===== src/rtl/rr_arbiter4.sv =====
// Four-requester round-robin arbiter with a registered one-hot grant, done/drop
// release and a bounded hold time that forces a handover after MAX_HOLD cycles.
module rr_arbiter4 #(
  parameter int MAX_HOLD = 16
) (
  input  logic       clk,
  input  logic       rst_n,
  input  logic [3:0] req,
  input  logic       done,
  output logic [3:0] gnt,
  output logic [1:0] gnt_id,
  output logic       gnt_valid,
  output logic       timeout
);

  localparam int CW = $clog2(MAX_HOLD + 1);
  localparam logic [CW-1:0] MAX_CNT = CW'(MAX_HOLD);

  typedef enum logic {IDLE, OWNED} state_t;

  state_t        state;
  logic [1:0]    ptr;
  logic [CW-1:0] cnt;

  logic [1:0] win;
  logic [1:0] idx;
  logic       found;
  logic       any_req;
  logic       at_limit;
  logic       rel;
  logic       do_grant;
  logic       go_idle;

  // Rotating-priority encode: first requester at or after ptr, wrapping mod 4.
  // NOTE: every always_comb output gets a default first so no latch is inferred.
  always_comb begin
    win   = 2'd0;
    idx   = 2'd0;
    found = 1'b0;
    for (int i = 0; i < 4; i++) begin
      idx = ptr + 2'(i);
      if (!found && req[idx]) begin
        win   = idx;
        found = 1'b1;
      end
    end
  end

  always_comb begin
    any_req  = |req;
    at_limit = (cnt == MAX_CNT);
    rel      = done | ~req[gnt_id] | at_limit;
    do_grant = any_req & ((state == IDLE) | rel);
    go_idle  = (state == OWNED) & rel & ~any_req;
  end

  // NOTE: sequential state uses non-blocking assignments only, so every
  // register sees the pre-edge value of every other register.
  always_ff @(posedge clk) begin
    if (!rst_n) begin
      state     <= IDLE;
      ptr       <= 2'd0;
      cnt       <= '0;
      gnt       <= 4'd0;
      gnt_id    <= 2'd0;
      gnt_valid <= 1'b0;
      timeout   <= 1'b0;
    end else begin
      // A forced release only counts when neither done nor a request drop explains it.
      timeout <= (state == OWNED) & at_limit & ~done & req[gnt_id];
      if (do_grant) begin
        state     <= OWNED;
        gnt       <= 4'(1) << win;
        gnt_id    <= win;
        gnt_valid <= 1'b1;
        ptr       <= win + 2'd1;
        cnt       <= CW'(1);
      end else if (go_idle) begin
        state     <= IDLE;
        gnt       <= 4'd0;
        gnt_id    <= 2'd0;
        gnt_valid <= 1'b0;
        cnt       <= '0;
      end else if (state == OWNED) begin
        cnt <= cnt + CW'(1);
      end
    end
  end

endmodule

===== config.mk =====
export PLATFORM = sky130hd
export DESIGN_NAME = rr_arbiter4
export DESIGN_NICKNAME = d
export VERILOG_FILES = /design/src/rtl/rr_arbiter4.sv
export SDC_FILE = /design/constraint.sdc
export NUM_CORES = 1
export LEC_CHECK = 0
export ABC_AREA = 1
export CAP_MARGIN = 20
export CORE_UTILIZATION = 43
export DETAILED_ROUTE_END_ITERATION = 12
export GPL_ROUTABILITY_DRIVEN = 0
export MAX_ROUTING_LAYER = met4
export PLACE_DENSITY = 0.65
export SETUP_SLACK_MARGIN = 0.2
export SLEW_MARGIN = 20
export SYNTH_ARGS = -nofsm -noshare
export SYNTH_HDL_FRONTEND = slang
export SYNTH_SLANG_ARGS = --single-unit

===== constraint.sdc =====
create_clock -name clk -period 3.9 [get_ports clk]
set_input_delay 0.585 -clock clk [delete_from_list [all_inputs] [get_ports clk]]
set_output_delay 0.585 -clock clk [all_outputs]
set_load 0.005 [all_outputs]

# Yosys cells after proc, flatten, opt, wreduce, memory -nomap -nowiden
# Cells that the tools add are included.
dict set report word_totals {
  reg_bits 15
  latchBits 0
  ram_bits 0
  romBits 0
  word_cells 69
  mem_count 0
}
dict set report op_classes {
  add_sub_neg 5
  multipliers 0
  div_mod_pow 0
  n_lt_le_gt_ge 5
  n_eq_ne 1
  shifts 1
  n_mux 26
  n_bitwise 14
  reduce_logical 10
}
# op count
set op_table {}
lappend op_table {{2-bit by 3-bit < comparator with 1-bit output, second input constant} 5}
lappend op_table {{1-bit two-way mux} 13}
lappend op_table {{2-bit two-way mux} 6}
lappend op_table {{1-bit binary-select mux with 2-bit select} 5}
lappend op_table {{4-bit two-way mux} 2}
lappend op_table {{1-bit bitwise AND} 6}
lappend op_table {{5-bit by 1-bit adder with 5-bit output, second input constant} 1}
lappend op_table {{5-bit equality test, second input constant} 1}
lappend op_table {{1-bit NOT} 5}
lappend op_table {{2-bit by 1-bit adder with 2-bit output, second input constant} 2}
lappend op_table {{2-bit adder, second input constant} 2}
lappend op_table {{4-bit OR reduction} 1}
lappend op_table {{1-bit by 2-bit << shifter with 4-bit output, first input constant} 1}
lappend op_table {{1-bit logical AND} 3}
lappend op_table {{1-bit zero test} 3}
lappend op_table {{1-bit bitwise OR} 3}
lappend op_table {{3-bit nonzero test} 1}
lappend op_table {{3-bit OR reduction} 1}
lappend op_table {{2-bit nonzero test} 1}

# Longest topological paths before layout
dict set report logic_depth {
  ltp_word 14
  mapped_depth 14
  ltp_nobuf 14
}

# Worst setup path after synthesis
# OpenSTA, ideal clock, no wires.
dict set report synth_timing {
  path_type {input -> register}
  startpoint {input port req[0]}
  endpoint {register gnt[3]}
  setup_ps 119
  arrival_ps 1453
  t_required_ps 3781
  path_slack_ps 2328
  cell_stages 6
  n_path_buf 0
  path_cell_list {nor4_1 -> nor2_2 -> inv_1 -> nor2_1 -> nand2_1 -> o21ai_1}
}
dict set report synth_between {
  elab_chain_len 14
  elab_cells_between_ends 35
  cone_classes {1 x shift; 18 x mux; 8 x bitwise; 8 x reduce/logical}
}
# element line_no
set synth_lines {}
lappend synth_lines {{start: declaration} 8} ;# input logic [3:0] req,
lappend synth_lines {{1-bit binary-select mux with 2-bit select} 42} ;# if (!found && req[idx]) begin
lappend synth_lines {{1-bit two-way mux (implied by the code)} 42}
lappend synth_lines {{1-bit two-way mux} 42}
lappend synth_lines {{1-bit zero test} 42}
lappend synth_lines {{1-bit logical AND} 42}
lappend synth_lines {{1-bit two-way mux} 42}
lappend synth_lines {{1-bit zero test} 42}
lappend synth_lines {{1-bit logical AND} 42}
lappend synth_lines {{1-bit two-way mux} 42}
lappend synth_lines {{1-bit zero test} 42}
lappend synth_lines {{1-bit logical AND} 42}
lappend synth_lines {{2-bit two-way mux} 42}
lappend synth_lines {{1-bit by 2-bit << shifter with 4-bit output} 73} ;# gnt <= 4'(1) << win;
lappend synth_lines {{4-bit two-way mux} 71} ;# if (do_grant) begin
lappend synth_lines {{end signal: assignment} 73}
lappend synth_lines {{end: declaration} 10} ;# output logic [3:0] gnt,
# Several ways; a longest one is shown, not always the timed one. The select of a mux whose other input is x is not followed.
# A chain may end at the register's enable or synchronous reset.

# Final worst setup path
dict set report layout_timing {
  startpoint {input port req[1]}
  endpoint {register gnt_id[1]}
}
dict set report layout_between {
  elab_chain_len 13
  elab_cells_between_ends 34
  cone_classes {18 x mux; 8 x bitwise; 8 x reduce/logical}
}
# element line_no
set layout_lines {}
lappend layout_lines {{1-bit binary-select mux with 2-bit select} 42}
lappend layout_lines {{1-bit two-way mux (implied by the code)} 42}
lappend layout_lines {{1-bit two-way mux} 42}
lappend layout_lines {{1-bit zero test} 42}
lappend layout_lines {{1-bit logical AND} 42}
lappend layout_lines {{1-bit two-way mux} 42}
lappend layout_lines {{1-bit zero test} 42}
lappend layout_lines {{1-bit logical AND} 42}
lappend layout_lines {{1-bit two-way mux} 42}
lappend layout_lines {{1-bit zero test} 42}
lappend layout_lines {{1-bit logical AND} 42}
lappend layout_lines {{2-bit two-way mux} 42}
lappend layout_lines {{2-bit two-way mux} 71}
lappend layout_lines {{end signal: assignment} 74} ;# gnt_id <= win;
lappend layout_lines {{end: declaration} 11} ;# output logic [1:0] gnt_id,
# Several ways; a longest one is shown, not always the timed one. The select of a mux whose other input is x is not followed.

==> results.toml <==
[run_status]
status = "finished clean"

[sta]
hold_viol = 0
skew_ns = 0.00466
period_needed_ns = 2.01
max-slew-margin-rel = 0.596
rsz0062_at_grt = "false"
finalSetupTns_ns = 0
setup_ws_ns = 1.89
fmax_ghz = 0.497
tightest_slew_ns = 0.601
drv_slew = 0
finalSetupViolations = 0
min_period_over_period = 0.516

[final_layout]
area_delta_synth_final_pct = 21.1
drive_above_1_share = 0.117
final_nets = 172
num_antenna_cells = 0
design_area_sq_um = 1110
final_core_util = 0.562
num-fill-cells = 196

[worst_hold_path]
hold_path_depth = 2
min_to = "gnt[1]"
hp-start = "gnt[1]"
hp-class = "reg -> reg"

[placed_design]
placedInstanceArea_sq_um = 1090
pre_cts_ws_ns = 1.63
place_hpwl_mm = 1.53
io_buffers = 14

[floorplan]
io_pins = 15
initial_core_util = 0.464
rows = 16
dieHeight_microns = 48.2
fp.dieW_microns = 48.2
core-area_sq_um = 1980
dieArea_sq_um = 2330

[cts]
ctsResizeCount = 0
post_cts_buffers = 0
insertion_delay_ns = 0.28
cts-root-buf = "clkbuf_4"
cts_hold_buffers = 0
cts_tree = "done"
clkSinkCount = 15
path_clk_slew_ns = 0.09
cts_buffers = 3
clk_path_buf_depth = 2
ctsHtreeMaxLevel = 1

[synth]
yosysTopAreaCellShare = 0.327
yosysSeqAreaShare = 0.327
synth_largest_area_cell = "dfxtp_1"
yosys_warnings = 0
ys_async_sr_fraction = 0
ys_seq_elements = 15
synthTopCellsByArea = "dfxtp_1 33%, nand2_1 19%, nand3_1 9.3%"
synth_cells = 145
netlist_top_cells_count = "47 x nand2_1, 17 x nand3_1, 16 x inv_1"
synthDistinctLibCells = 21
postSynthAreaPerCell_sq_um = 6.34
syn-num-nets = 154
synth_most_common_cell = "nand2_1"
synth-edff-count = 0
synth_area_sq_um = 920
ys.flop_type = "dfxtp_1"

[setup_path]
r2r-start = "ptr[0]"
crit_path_start_kind = "input pin"
cp-end-kind = "flip-flop"
path_max_fanout = 6
rr_endpoint = "ptr[1]"
cp_data_arrival_time_ns = 2.23
worstRegToRegCells = 13
criticalPathCategory = "in -> reg"
reg2reg_slack_ns = 2.05
required_ns = 4.12

[pwr]
peakVddDrop_mv = 0.375
p_leak_nw = 0.534
power_density_nw_per_um2 = 641

[drt]
drc = 0
wirelength_mm = 1.93
routedWlPerCell_microns = 10.2
vias_per_cell = 5.01
first_pass_iters = 4
ant_nets = 0
vias = 946
drtIter0Drc = 21

[global_route]
grt-ovfl-total = 0
grt_pass1_wl_mm = 2.99
grt_use_total = 0.187
grt_max_degree = 12
grt_pass1_vias = 745
grt_antenna_before_repair = 0

[flow_run]
drv_cap = 0
-- how the worst max path moves through the flow --
stage | from | endpoint | slack [ns] | cells past startpoint
after floorplan | req[0] | gnt[3] | 2.33 | 6
after global placement | req[1] | gnt_id[1] | 1.66 | 6
after detailed placement | req[1] | gnt_id[1] | 1.63 | 6
after CTS | req[1] | gnt_id[1] | 1.91 | 6
after global routing | req[1] | gnt_id[1] | 1.80 | 6
final | req[1] | gnt_id[1] | 1.89 | 6
-- power breakdown --
group	switching [mW]	leakage, nW	total (mW)	internal, mW
combinational	0.243	0.394	0.400	0.157
clock	0.0483	0.0177	0.0864	0.0380
sequential	0.0404	0.123	0.228	0.187
total	0.332	0.534	0.714	0.382
-- kinds of logic (layout without fill, tap and decap cells) --
logic type / after synthesis / count (layout) / synth area share
simple gates: 90 / 90 / 0.450
buf+inv: 21 / 38 / 0.0898
flops: 15 / 15 / 0.327
compound gates: 14 / 14 / 0.0776
xor+xnor: 3 / 3 / 0.0286
fa+ha+maj: 2 / 2 / 0.0272
-- layer usage --
layer	wire, microns	up-vias	global-route usage	part of all wire
met2	848	18	0.293	0.44
li1	-	498	-	-
met1	993	430	0.244	0.51
met4	0	0	0.0167	0
met5	0	-	-	0
met3	87	0	0.0556	0.045
-- registers in the layout, indices dropped and copies added, names as in the netlist --
| register | cells |
|---|---|
| cnt | 5 |
| gnt | 4 |
| gnt_id | 2 |
| ptr | 2 |
| state | 1 |
| timeout | 1 |
-- cell usage in the layout (no fill, tap or decap), types with 3 or more instances in the layout --
cell             instances
clkbuf_4                 3
nand2_2                  5
a21oi_1                  7
nand3_1                 17
nand2_1                 47
nor2_1                   9
nand3_2                  3
nor3_1                   3
dfxtp_1                 15
inv_2                    4
clkdlybuf4s50_1         14
inv_1                   16
o21ai_1                  4
-- per-stage QoR --
stage	instances	hold slack [ns]	power, mW
final	189	0.477	0.714
after global routing	189	0.500	0.790
after floorplan	145	0.462	0.521
after detailed placement	185	0.466	0.629
after CTS	189	0.487	0.719
after global placement	185	0.471	0.626
-- critical path, stage by stage --
cell	delay (ns)
clkdlybuf4s50_1	0.47
nor4_1	0.58
nand2_1	0.10
nand2_1	0.20
nand2_1	0.16
o21ai_1	0.13
-- cell type report --
type,instances,area [sq um],area share
Inverter,20,75.1,0.0674
Timing Repair Buffer,14,140,0.126
Clock buffer,3,22.5,0.0202
Clock inverter,1,5.00,0.00449
Sequential cell,15,300,0.270
Multi-Input combinational cell,109,537,0.482
Tap cell,27,33.8,0.0303
Power figures use the tool's default switching activity.
